$ cat config.mk
export PLATFORM = sky130hd
export DESIGN_NAME = hazard_ctrl
export DESIGN_NICKNAME = d
export VERILOG_FILES = /design/src/rtl/hazard_ctrl.sv
export SDC_FILE = /design/constraint.sdc
export NUM_CORES = 1
export LEC_CHECK = 0
export BUFFER_PORTS_ARGS = -buffer_cell sky130_fd_sc_hd__buf_4
export CAP_MARGIN = 20
export CORE_ASPECT_RATIO = 1.25
export CORE_MARGIN = 2
export CORE_UTILIZATION = 38
export CTS_CLUSTER_SIZE = 16
export DETAILED_ROUTE_END_ITERATION = 6
export GPL_TIMING_DRIVEN = 0
export HOLD_SLACK_MARGIN = 0.12
export PLACE_DENSITY = 0.8
export SLEW_MARGIN = 20
export SYNTH_ARGS = -nofsm -noshare
export SYNTH_HDL_FRONTEND = slang
export SYNTH_SLANG_ARGS = --single-unit
$ cat constraint.sdc
create_clock -name clk -period 2.1 [get_ports clk]
set_input_delay 0.42 -clock clk [delete_from_list [all_inputs] [get_ports clk]]
set_output_delay 0.42 -clock clk [all_outputs]
set_load 0.005 [all_outputs]
$ cat src/rtl/hazard_ctrl.sv
// hazard_ctrl: pipeline hazard detection and HI/LO multiply/divide busy sequencing.
//   Optional feature macro: HAZARD_PERF_EN (adds a 32-bit stall-cycle counter).
//   Ports:
//     clk, reset                          clock, synchronous active-high reset
//     ID_rs/ID_rt, ID_TuseRs/ID_TuseRt    decode operands and their Tuse (3 = unused)
//     ID_isMD                             decode holds a HI/LO instruction
//     EX_/MEM_ writeReg/timeNew/RegWrite  producer fields of the EX and MEM stages
//     EX_mdStart, EX_mdDiv                mult/div issue in EX (div when EX_mdDiv=1)
//     PC_en, IFID_en, IDEX_flush          freeze/bubble controls (combinational)
//     md_busy, md_done                    HI/LO unit busy level and completion pulse
//     stall_count                         stall cycles seen (0 without HAZARD_PERF_EN)
module hazard_ctrl #(
    parameter int MULT_CYCLES = 5,
    parameter int DIV_CYCLES  = 10
) (
    input  logic        clk,
    input  logic        reset,
    input  logic [4:0]  ID_rs,
    input  logic [4:0]  ID_rt,
    input  logic [1:0]  ID_TuseRs,
    input  logic [1:0]  ID_TuseRt,
    input  logic        ID_isMD,
    input  logic [4:0]  EX_writeReg,
    input  logic [1:0]  EX_timeNew,
    input  logic        EX_RegWrite,
    input  logic [4:0]  MEM_writeReg,
    input  logic [1:0]  MEM_timeNew,
    input  logic        MEM_RegWrite,
    input  logic        EX_mdStart,
    input  logic        EX_mdDiv,
    output logic        PC_en,
    output logic        IFID_en,
    output logic        IDEX_flush,
    output logic        md_busy,
    output logic        md_done,
    output logic [31:0] stall_count
);
    typedef enum logic {IDLE, BUSY} state_t;
    state_t     state;
    logic [3:0] cnt;
    logic       stall_rs, stall_rt, stall_md, stall;

    // Strict Tuse < Tnew: Tnew never exceeds 3, so Tuse=3 can never stall.
    assign stall_rs = (ID_rs != 5'd0) &&
        ((EX_RegWrite  && EX_writeReg  == ID_rs && ID_TuseRs < EX_timeNew) ||
         (MEM_RegWrite && MEM_writeReg == ID_rs && ID_TuseRs < MEM_timeNew));
    assign stall_rt = (ID_rt != 5'd0) &&
        ((EX_RegWrite  && EX_writeReg  == ID_rt && ID_TuseRt < EX_timeNew) ||
         (MEM_RegWrite && MEM_writeReg == ID_rt && ID_TuseRt < MEM_timeNew));
    assign stall_md   = ID_isMD && (EX_mdStart || md_busy);
    assign stall      = stall_rs || stall_rt || stall_md;
    assign PC_en      = !stall;
    assign IFID_en    = !stall;
    assign IDEX_flush = stall;
    assign md_busy    = (state == BUSY);

    // Starts arriving while BUSY are ignored; stall_md keeps them out of EX.
    always_ff @(posedge clk) begin
        if (reset) begin
            state   <= IDLE;
            cnt     <= 4'd0;
            md_done <= 1'b0;
        end else begin
            md_done <= 1'b0;
            if (state == IDLE) begin
                if (EX_mdStart) begin
                    cnt   <= EX_mdDiv ? 4'(DIV_CYCLES) : 4'(MULT_CYCLES);
                    state <= BUSY;
                end
            end else begin
                cnt <= cnt - 4'd1;
                if (cnt == 4'd1) begin
                    state   <= IDLE;
                    md_done <= 1'b1;
                end
            end
        end
    end

`ifdef HAZARD_PERF_EN
    logic [31:0] stall_cnt;
    always_ff @(posedge clk) begin
        if (reset)
            stall_cnt <= 32'd0;
        else if (stall)
            stall_cnt <= stall_cnt + 32'd1;
    end
    assign stall_count = stall_cnt;
`else
    assign stall_count = 32'd0;
`endif
endmodule

==> results.md, run 1 <==
* CP dominant cell by count: buf_4
* Achievable Freq at about 480 MHz
* # rows at 19
* # IOs at 72
* Final ANT Viol Nets at 0
* Peak supply drop at 0.234 mV
* Clk Latency, worst-skew pair at about 240 ps
* Crit path max-delay family: simple AND/OR/NAND/NOR gates
* Placed wire-length estimate at 2030 µm
* Synth async-reset ratio at 0%
* Post-synth EDFFs at 0
* Initial DRC Count at 16
* Synth warn at 0
* Worst-path clk slew at 40 ps
* Final hold violation count at 0
* Max-Cap Viols at 0
* RSZ-0062 raised after global routing: yes
* Post-Route WL at between 2000 and 3000 µm
* Layout Cells excl Fill at around 220
* Hold Path Origin: reset
* Synth Cell Area at 915 µm²
* Die width at ~48 µm
* Slew Limit Fails at 0
* Worst Hold Path EP: cnt[1]$_SDFFE_PP0N_
* Design area at roughly 1600 µm²
* Total Power at roughly 0.52 mW
* Top-count cell post-synth: buf_4
* Seq cells post-synth at 6
* Diodes inserted at 0
* Critical Path Max Stage Delay at 280 ps
* Endpoints failing setup at 0
* PortBufs at 39
* Largest net degree at the start of global routing at 10
* DR WL/cell at around 12 µm
* GPL Wtd Cong at between 0.8 and 0.9
* RR Startpoint: md_busy$_SDFF_PP0_
* Number of fill cells at ~190
* Syn Area/Cell at approximately 7.6 µm²
* FF+latch area at around 120 µm²
* Area leader, netlist: buf_4
* Top cells by count, synth: 33 x buf_4, 12 x xor2_1, 9 x o21ai_0, 8 x inv_1, 8 x xnor2_1
* CP Cell Sequence: buf_4 -> xor2_2 -> nor4_4 -> nand4_1 -> o2bb2ai_2 -> and3_4 -> buf_4
* Placeable Area at 2230 µm²
* H-tree depth at 1
* Clock Sinks at 6
* Share of cells above drive strength 1 at between 40% and 50%
* Status: completed
* Critical path fanouts, max at 2
* Required time worst endpoint at 1680 ps
* Library cells used by synthesis at 24
* Area Overhead vs Synth at 70.2%
* Hold Path Depth at 2
* CTS root buf: clkbuf_4
* Buf+Inv Stages, Crit Path at 2
* Worst path slowest cell: nor4_4
* Num CTS Buffers at 3
* Top FF cell, synth: dfxtp_1
* Worst path arrival time at roughly 1700 ps
* CP Capture Type: output pin
* Startpoint types: input pin
* Total GRT Usage at 21.9%
* Pwr dens at roughly 340 nW/µm²
* Top cell type's share of synthesized area at around 27%
* Die area at 2820 µm²
* Area contributors post-synth: buf_4 27%, dfxtp_1 13%, xor2_1 11%
* R2R Path End: md_done$_SDFF_PP0_
* R2R cell count at 3
* Vias/cell at roughly 4.4
* Nets at 235
* Drt first pass iters at 4
* Post-CTS Setup Repair Bufs at 0
* First-pass GRT wire length at 4460 µm
* Die Ht at between 50 and 60 µm
* Clock Skew at around 3.6 ps
* CTS tree: yes
* Placed Instance Area at between 1000 and 1500 µm²
* Critical path class: input pin to output pin
* Seq/Total Area, Yosys at between 10% and 20%
* Hold WC Path Type: input pin to register
* Minimum clock period at between 2000 and 2500 ps
* Leakage at between 0.7 and 0.8 nW
* Total negative setup slack at 0 ps
* Area occupied by multi-input gates at slightly below 800 µm²
* Number of global-route vias before repair at about 990
* Vias at around 970
* Bufs on Longest Clock Path at 2
* Post-synthesis cell count at 120
* GRT overflow at 0
* Placed cells at 221
* Tcrit/Tclk final at slightly below 100%
* Initial antenna violation count at 0
* Initial Utilization at around 41%
* R2R Setup Slk at 810 ps
* DRC Markers at 0
## how the worst max path moves through the flow
| stage | to | start | cells past startpoint |
|---|---|---|---|
| after global routing | IFID_en | EX_writeReg[0] | 7 |
| final | IFID_en | EX_writeReg[0] | 7 |
| after CTS | IFID_en | MEM_writeReg[4] | 7 |
| after detailed placement | PC_en | ID_TuseRs[1] | 9 |
| after floorplan | PC_en | EX_timeNew[1] | 8 |
| after global placement | PC_en | ID_TuseRt[1] | 9 |
## kinds of logic (layout without fill, tap and decap cells)
logic type | Yosys count | in the layout | synth area share [%]
XOR/XNOR | 20 | 20 | 19.2
adder cells (fa/ha/maj) | 6 | 6 | 8.21
other | 1 | 32 | 0.410
buffers and inverters | 41 | 82 | 30.4
flip-flops | 6 | 6 | 13.1
AND/OR/NAND/NOR | 29 | 29 | 17.8
AO/OA/AOI/OAI | 17 | 17 | 10.9
## layout make-up
type | instances | share of cell area [%]
well taps | 31 | 2.49
plain buffers | 32 | 15.4
flip-flops and latches | 6 | 7.72
clock buffers | 3 | 1.45
inverters | 8 | 1.93
multi-input cells | 104 | 50.5
repair buffers | 39 | 20.5
## timing repair
item | 4_1_cts | 5_1_grt
pin swaps | 17 | 0
cloned | 0 | 0
gates resized for setup | 30 | 0
hold buffers | 0 | 0
endpoints found under the hold margin | 0 | 0
endpoints found under the setup margin | 2 | 2
## power breakdown
part,total [mW],internal [mW],switching [mW]
combinational,0.285,0.156,0.129
sequential,0.136,0.125,0.0108
clock,0.103,0.0645,0.0389
## cell usage in the layout, fill, tap and decap left out, drive strengths merged
cell type and n:
xor2 12, ha 6, nor3 3, conb 32
xnor2 8, a21oi 3, a311oi 1, or4 2
nand2b 4, a31oi 1, nand4 4, a22oi 1
and3 1, inv 8, nor4 4, nand2 2
clkbuf 3, o21ai 9, o2bb2ai 2, nor4bb 1
nor2b 1, dfxtp 6, nand3 1, buf 71
nor2 6
## flip-flops by register name, summed over array words and instances (netlist names)
signal	flops
md_done	1
cnt	4
md_busy	1
## metrics by stage
step	utilization, %	hold WS, ps	setup WS, ps
6_report	69.7	394	26.2
3_3_place_gp	61.0	436	-182
2_1_floorplan	-	412	172
4_1_cts	69.7	382	82.9
5_1_grt	69.7	378	-25.0
3_5_place_dp	61.0	456	-223
## layer usage
metal	part of all wire [%]	wire [µm]	vias to the layer above	global-route usage [%]
met5	0	0	-	0
met4	2.4	65	0	6.95
met3	7.9	216	10	5.83
met2	57	1560	61	40.2
met1	32	877	419	22.8
li1	-	-	482	-
Note: power is estimated with default switching activity, not from simulation.
==> inputs of run 2 (changes only) <==
PLACE_DENSITY = 0.77   (was 0.8)
==> results.md, run 2 (synthesis gave the netlist of run 1 again) <==
* Total Power at 0.527 mW (was 0.524 mW)
* Area occupied by multi-input gates at 783 µm² (was 786 µm²)
* H-tree depth at 1 (unchanged)
* Max reg flops at 4 (unchanged)
* CTS root buf: clkbuf_4 (unchanged)
* Leakage at 0.794 nW (was 0.785 nW)
* Drt first pass iters at 5 (was 4)
* Most frequent cells in the layout: 67 x buf_4, 32 x conb_1, 10 x xor2_1 (was 65 x buf_4, 32 x conb_1, 9 x o21ai_0)
* Nets at 237 (was 235)
* Required time worst endpoint at 1680 ps (about the same)
* Die Ht at 58.9 µm (unchanged)
* Minimum clock period at 2120 ps (was 2070 ps)
* Number of fill cells at 189 (was 187)
* Bufs on Longest Clock Path at 2 (unchanged)
* Clk Latency, worst-skew pair at 250 ps (was 240 ps)
* Critical path fanouts, max at 2 (unchanged)
* Switching Fraction at 34.3% (was 34.1%)
* Placed wire-length estimate at 2030 µm (about the same)
* Pre-CTS setup slack at -203 ps (was -223 ps)
* Die width at 47.9 µm (unchanged)
* Die area at 2820 µm² (unchanged)
* Area Overhead vs Synth at 71.1% (was 70.2%)
* Worst Hold Path EP: cnt[2]$_SDFFE_PP0N_ (was cnt[1]$_SDFFE_PP0N_)
* RSZ-0062 raised after global routing: yes (unchanged)
* Clock Skew at 2.65 ps (was 3.56 ps)
* DR WL/cell at 12.3 µm (was 12.2 µm)
* Placeable Area at 2230 µm² (unchanged)
* RR Startpoint: md_busy$_SDFF_PP0_ (unchanged)
* R2R Path End: md_done$_SDFF_PP0_ (unchanged)
* Endpoints failing setup at 1 (was 0)
* Diodes inserted at 0 (unchanged)
* Crit path max-delay family: simple AND/OR/NAND/NOR gates (unchanged)
* Reg with most FFs: cnt (unchanged)
* Worst path slowest cell: ha_1 (was nor4_4)
* Internal Power at 0.346 mW (was 0.345 mW)
* Failing checks: setup timing
* First-pass GRT wire length at 4190 µm (was 4460 µm)
* Achievable Freq at 473 MHz (was 482 MHz)
* Initial DRC Count at 36 (was 16)
* Max-Cap Viols at 0 (unchanged)
* CP dominant cell by count: buf_4 (unchanged)
* Buf+Inv Stages, Crit Path at 3 (was 2)
* Status: finished with violations (was completed)
* GPL Wtd Cong at 0.806 (was 0.828)
* Vias/cell at 4.49 (was 4.36)
* Share of cells above drive strength 1 at 49.5% (was 48.4%)
* Pwr dens at 337 nW/µm² (about the same)
* # IOs at 72 (unchanged)
* R2R cell count at 3 (unchanged)
* DRC Markers at 0 (unchanged)
* Initial Utilization at 40.9% (unchanged)
* Post-Route WL at 2770 µm (was 2720 µm)
* # rows at 19 (unchanged)
* Startpoint types: input pin (unchanged)
* Worst path arrival time at 1700 ps (was 1650 ps)
* FF+latch area at 120 µm² (unchanged)
* Net Switching at 0.181 mW (was 0.179 mW)
* Hold WC Path Type: input pin to register (unchanged)
* Hold Path Depth at 2 (unchanged)
* Combinational power share at 54.1% (was 54.4%)
* R2R Setup Slk at 910 ps (was 810 ps)
* Hold_ws at 382 ps (was 394 ps)
* CP Cell Sequence: buf_4 -> ha_1 -> nand2b_4 -> nor4_4 -> nand4_1 -> o2bb2ai_2 -> and3_4 -> buf_4 -> buf_6 (was buf_4 -> xor2_2 -> nor4_4 -> nand4_1 -> o2bb2ai_2 -> and3_4 -> buf_4)
* Setup ws final at -15.1 ps (was 26.2 ps)
* Initial antenna violation count at 0 (unchanged)
* GRT overflow at 0 (unchanged)
* Commonest non-fill, non-tap cell in the layout: buf_4 (unchanged)
* Hold Path Origin: reset (unchanged)
* Total GRT Usage at 20.4% (was 21.9%)
* Worst-path clk slew at 40 ps (about the same)
* CTS tree: yes (unchanged)
* Tcrit/Tclk final at 101% (was 98.8%)
* Final ANT Viol Nets at 0 (unchanged)
* Slew Limit Fails at 0 (unchanged)
* Largest net degree at the start of global routing at 10 (unchanged)
* CP Capture Type: output pin (unchanged)
* Final core occ at 70.0% (was 69.7%)
* Peak supply drop at 0.384 mV (was 0.234 mV)
* Critical Path Max Stage Delay at 190 ps (was 280 ps)
* Critical path class: input pin to output pin (unchanged)
* Num CTS Buffers at 3 (unchanged)
* Vias at 1010 (was 972)
* Number of global-route vias before repair at 1018 (was 988)
* Seq pwr share at 25.6% (was 25.9%)
* Clock Sinks at 6 (unchanged)
* Clock network power share at 20.3% (was 19.7%)
* Final hold violation count at 0 (unchanged)
* PortBufs at 39 (unchanged)
## run 2: metal layers
layer	global-route usage (%)	wire, µm
met5	0	0
met4	3.86	66
met3	5.21	256
met2	40.6	1530
met1	19.6	917
## run 2: worst max path at each step
stage,from,endpoint,depth (start not counted)
4_1_cts,MEM_writeReg[4],PC_en,8
5_1_grt,ID_rs[0],PC_en,8
2_1_floorplan,EX_timeNew[1],PC_en,8
3_3_place_gp,ID_TuseRt[1],PC_en,9
6_report,ID_TuseRt[1],PC_en,9
3_5_place_dp,ID_TuseRt[1],PC_en,9
## run 2: metrics by stage
step	cells	TNS [ps]	cell area [µm²]
after floorplan	151	0	1030
after detailed placement	221	-292	1360
after global placement	221	-230	1360
final	225	-15.1	1570
after CTS	225	0	1560
after global routing	225	-91.3	1570
## run 2: layout make-up
type	count	share of cell area, %
inverters	8	1.92
flip-flops and latches	6	7.67
repair buffers	40	20.6
well taps	31	2.48
multi-input cells	104	50.0
clock buffers	3	1.44
plain buffers	33	15.8
## run 2: what timing repair did
action / CTS / global route
hold buffers: 0 / 0
setup endpoints to repair: 2 / 2
buffers inserted: 1 / 0
pin swaps: 14 / 0
resized for setup: 29 / 2
hold endpoints to repair: 0 / 0
## run 2: power by group through the flow
| stage | combinational, mW | clock [mW] | sequential, mW |
|---|---|---|---|
| 2_1_floorplan | 0.138 | 0 | 0.134 |
| 3_3_place_gp | 0.227 | 0 | 0.136 |
| 3_5_place_dp | 0.234 | 0 | 0.136 |
| 4_1_cts | 0.274 | 0.110 | 0.134 |
| 5_1_grt | 0.313 | 0.118 | 0.137 |
| 6_report | 0.285 | 0.107 | 0.135 |
## run 2: worst register-to-register path, stage by stage (launching register included)
cell	delay, ps
dfxtp_1	480
inv_1	160
nor2_1	200
nor4bb_1	270
==> inputs of run 3 (changes only) <==
clock period = 2 ns   (was 2.1 ns; I/O delays follow)
==> results.md, run 3 (synthesis gave the netlist of run 1 again) <==
* Bufs on Longest Clock Path at 2 (unchanged)
* Peak supply drop at 0.372 mV (was 0.384 mV)
* Placed Instance Area at 1360 µm² (unchanged)
* Initial DRC Count at 37 (was 36)
* CTS root buf: clkbuf_4 (unchanged)
* Placed wire-length estimate at 2030 µm (unchanged)
* Pwr dens at 353 nW/µm² (was 337 nW/µm²)
* Nets at 236 (was 237)
* Placeable Area at 2230 µm² (unchanged)
* Worst path slowest cell: or4_1 (was ha_1)
* Slew Limit Fails at 0 (unchanged)
* Leakage at 0.794 nW (about the same)
* Most frequent cells in the layout: 64 x buf_4, 32 x conb_1, 9 x o21ai_0 (was 67 x buf_4, 32 x conb_1, 10 x xor2_1)
* Initial Utilization at 40.9% (unchanged)
* Required time worst endpoint at 1600 ps (was 1680 ps)
* Final hold violation count at 0 (unchanged)
* Worst-path clk slew at 40 ps (about the same)
* Worst path arrival time at 1590 ps (was 1700 ps)
* Commonest non-fill, non-tap cell in the layout: buf_4 (unchanged)
* Minimum clock period at slightly below 2000 ps
* Number of global-route vias before repair at 1037 (was 1018)
* Hold_ws at 360 ps (was 382 ps)
* CP Capture Type: output pin (unchanged)
* Largest net degree at the start of global routing at 10 (unchanged)
* Hold WC Path Type: input pin to register (unchanged)
* Critical path class: input pin to output pin (unchanged)
* Number of fill cells at 180 (was 189)
* Diodes inserted at 0 (unchanged)
* Startpoint types: input pin (unchanged)
* Hold Buf Count CTS at 0 (unchanged)
* Initial antenna violation count at 0 (unchanged)
* CP Cell Sequence: buf_4 -> or4_1 -> o2bb2ai_2 -> buf_4 -> nand3_1 -> buf_4 (was buf_4 -> ha_1 -> nand2b_4 -> nor4_4 -> nand4_1 -> o2bb2ai_2 -> and3_4 -> buf_4 -> buf_6)
* Die width at 47.9 µm (unchanged)
* Max reg flops at 4 (unchanged)
* GPL Wtd Cong at 0.806 (unchanged)
* CTS tree: yes (unchanged)
* Endpoints failing setup at 0 (was 1)
* GRT overflow at 0 (unchanged)
* Vias at 1020 (was 1010)
* Die Ht at 58.9 µm (unchanged)
* Clock Skew at 5.13 ps (was 2.65 ps)
* PortBufs at 39 (unchanged)
* DRC Markers at 0 (unchanged)
* Area Overhead vs Synth at 75.4% (was 71.1%)
* Final ANT Viol Nets at 0 (unchanged)
* Tcrit/Tclk final at 99.4%
* Critical Path Max Stage Delay at 530 ps (was 190 ps)
* RSZ-0062 raised after global routing: yes (unchanged)
* First-pass GRT wire length at 4230 µm (was 4190 µm)
* H-tree depth at 1 (unchanged)
* Post-Route WL at 2920 µm (was 2770 µm)
* Final core occ at 71.8% (was 70.0%)
* # IOs at 72 (unchanged)
* Vias/cell at 4.55 (was 4.49)
* Design area at 1600 µm² (was 1570 µm²)
* Reg with most FFs: cnt (unchanged)
* Clock Sinks at 6 (unchanged)
* DR WL/cell at 13.0 µm (was 12.3 µm)
* CP dominant cell by count: buf_4 (unchanged)
* Clk Latency, worst-skew pair at 250 ps (about the same)
* Num CTS Buffers at 3 (unchanged)
* Total GRT Usage at 20.4% (about the same)
* Status: completed (was finished with violations)
* Achievable Freq at around 500 MHz
* # rows at 19 (unchanged)
* Drt first pass iters at 4 (was 5)
* Max-Cap Viols at 0 (unchanged)
* Critical path fanouts, max at 3 (was 2)
* Die area at 2820 µm² (unchanged)
* Share of cells above drive strength 1 at 49.7% (was 49.5%)
run 3: cell count changes in the layout (fill, tap and decap cells not counted), sizes merged:
cell  delta
buf      -1
run 3: through the flow:
step	setup TNS (ps)	worst slack, ps	instances	power, mW
2_1_floorplan	0	112	151	0.287
3_3_place_gp	-350	-232	221	0.381
3_5_place_dp	-432	-263	221	0.389
4_1_cts	0	31.3	224	0.542
5_1_grt	-44.0	-22.2	224	0.609
6_report	0	12.7	224	0.566
run 3: layout make-up:
cell class                      count  area, µm²  area share (%)
Tap cell                           31       38.8            2.42
Inverter                            8       32.5            2.03
Timing Repair Buffer               40        334            20.8
Buffer                             32        240            15.0
Sequential cell                     6        120            7.49
Clock buffer                        3       22.5            1.40
Multi-Input combinational cell    104        816            50.9
run 3: worst paths after layout:
| check | startpoint | end | slack [ps] | cells past startpoint |
|---|---|---|---|---|
| max | ID_rs[1] | IDEX_flush | 10 | 6 |
| min | reset | cnt[2]$_SDFFE_PP0N_ | 360 | 2 |
| max reg2reg | md_busy$_SDFF_PP0_ | md_done$_SDFF_PP0_ | 750 | 3 |
| min reg2reg | cnt[3]$_SDFFE_PP0N_ | md_done$_SDFF_PP0_ | 470 | 1 |
run 3: routing by layer:
metal | vias to the layer above | track usage [%] | part of all wire [%]
li1 | 485 | - | -
met1 | 458 | 20.5 | 31
met2 | 63 | 39.2 | 56
met3 | 14 | 4.91 | 8.4
met4 | 0 | 5.41 | 4.4
met5 | - | 0 | 0
run 3: timing repair:
item,4_1_cts,5_1_grt
resized for setup,29,9
endpoints found under the hold margin,0,0
setup buffers,1,0
pin swaps,14,4
endpoints found under the setup margin,3,3
gates cloned,0,0
run 3: critical path, delay by kind of cell:
family,cells,cell delay [ps]
AOI/OAI and AO/OA,1,160
buffers and inverters,3,420
and+or+nand+nor,2,600
run 3: power by group:
part           switching, mW  internal, mW  total (mW)
combinational          0.143         0.167       0.310
clock                 0.0466        0.0681       0.115
sequential            0.0108         0.131       0.142
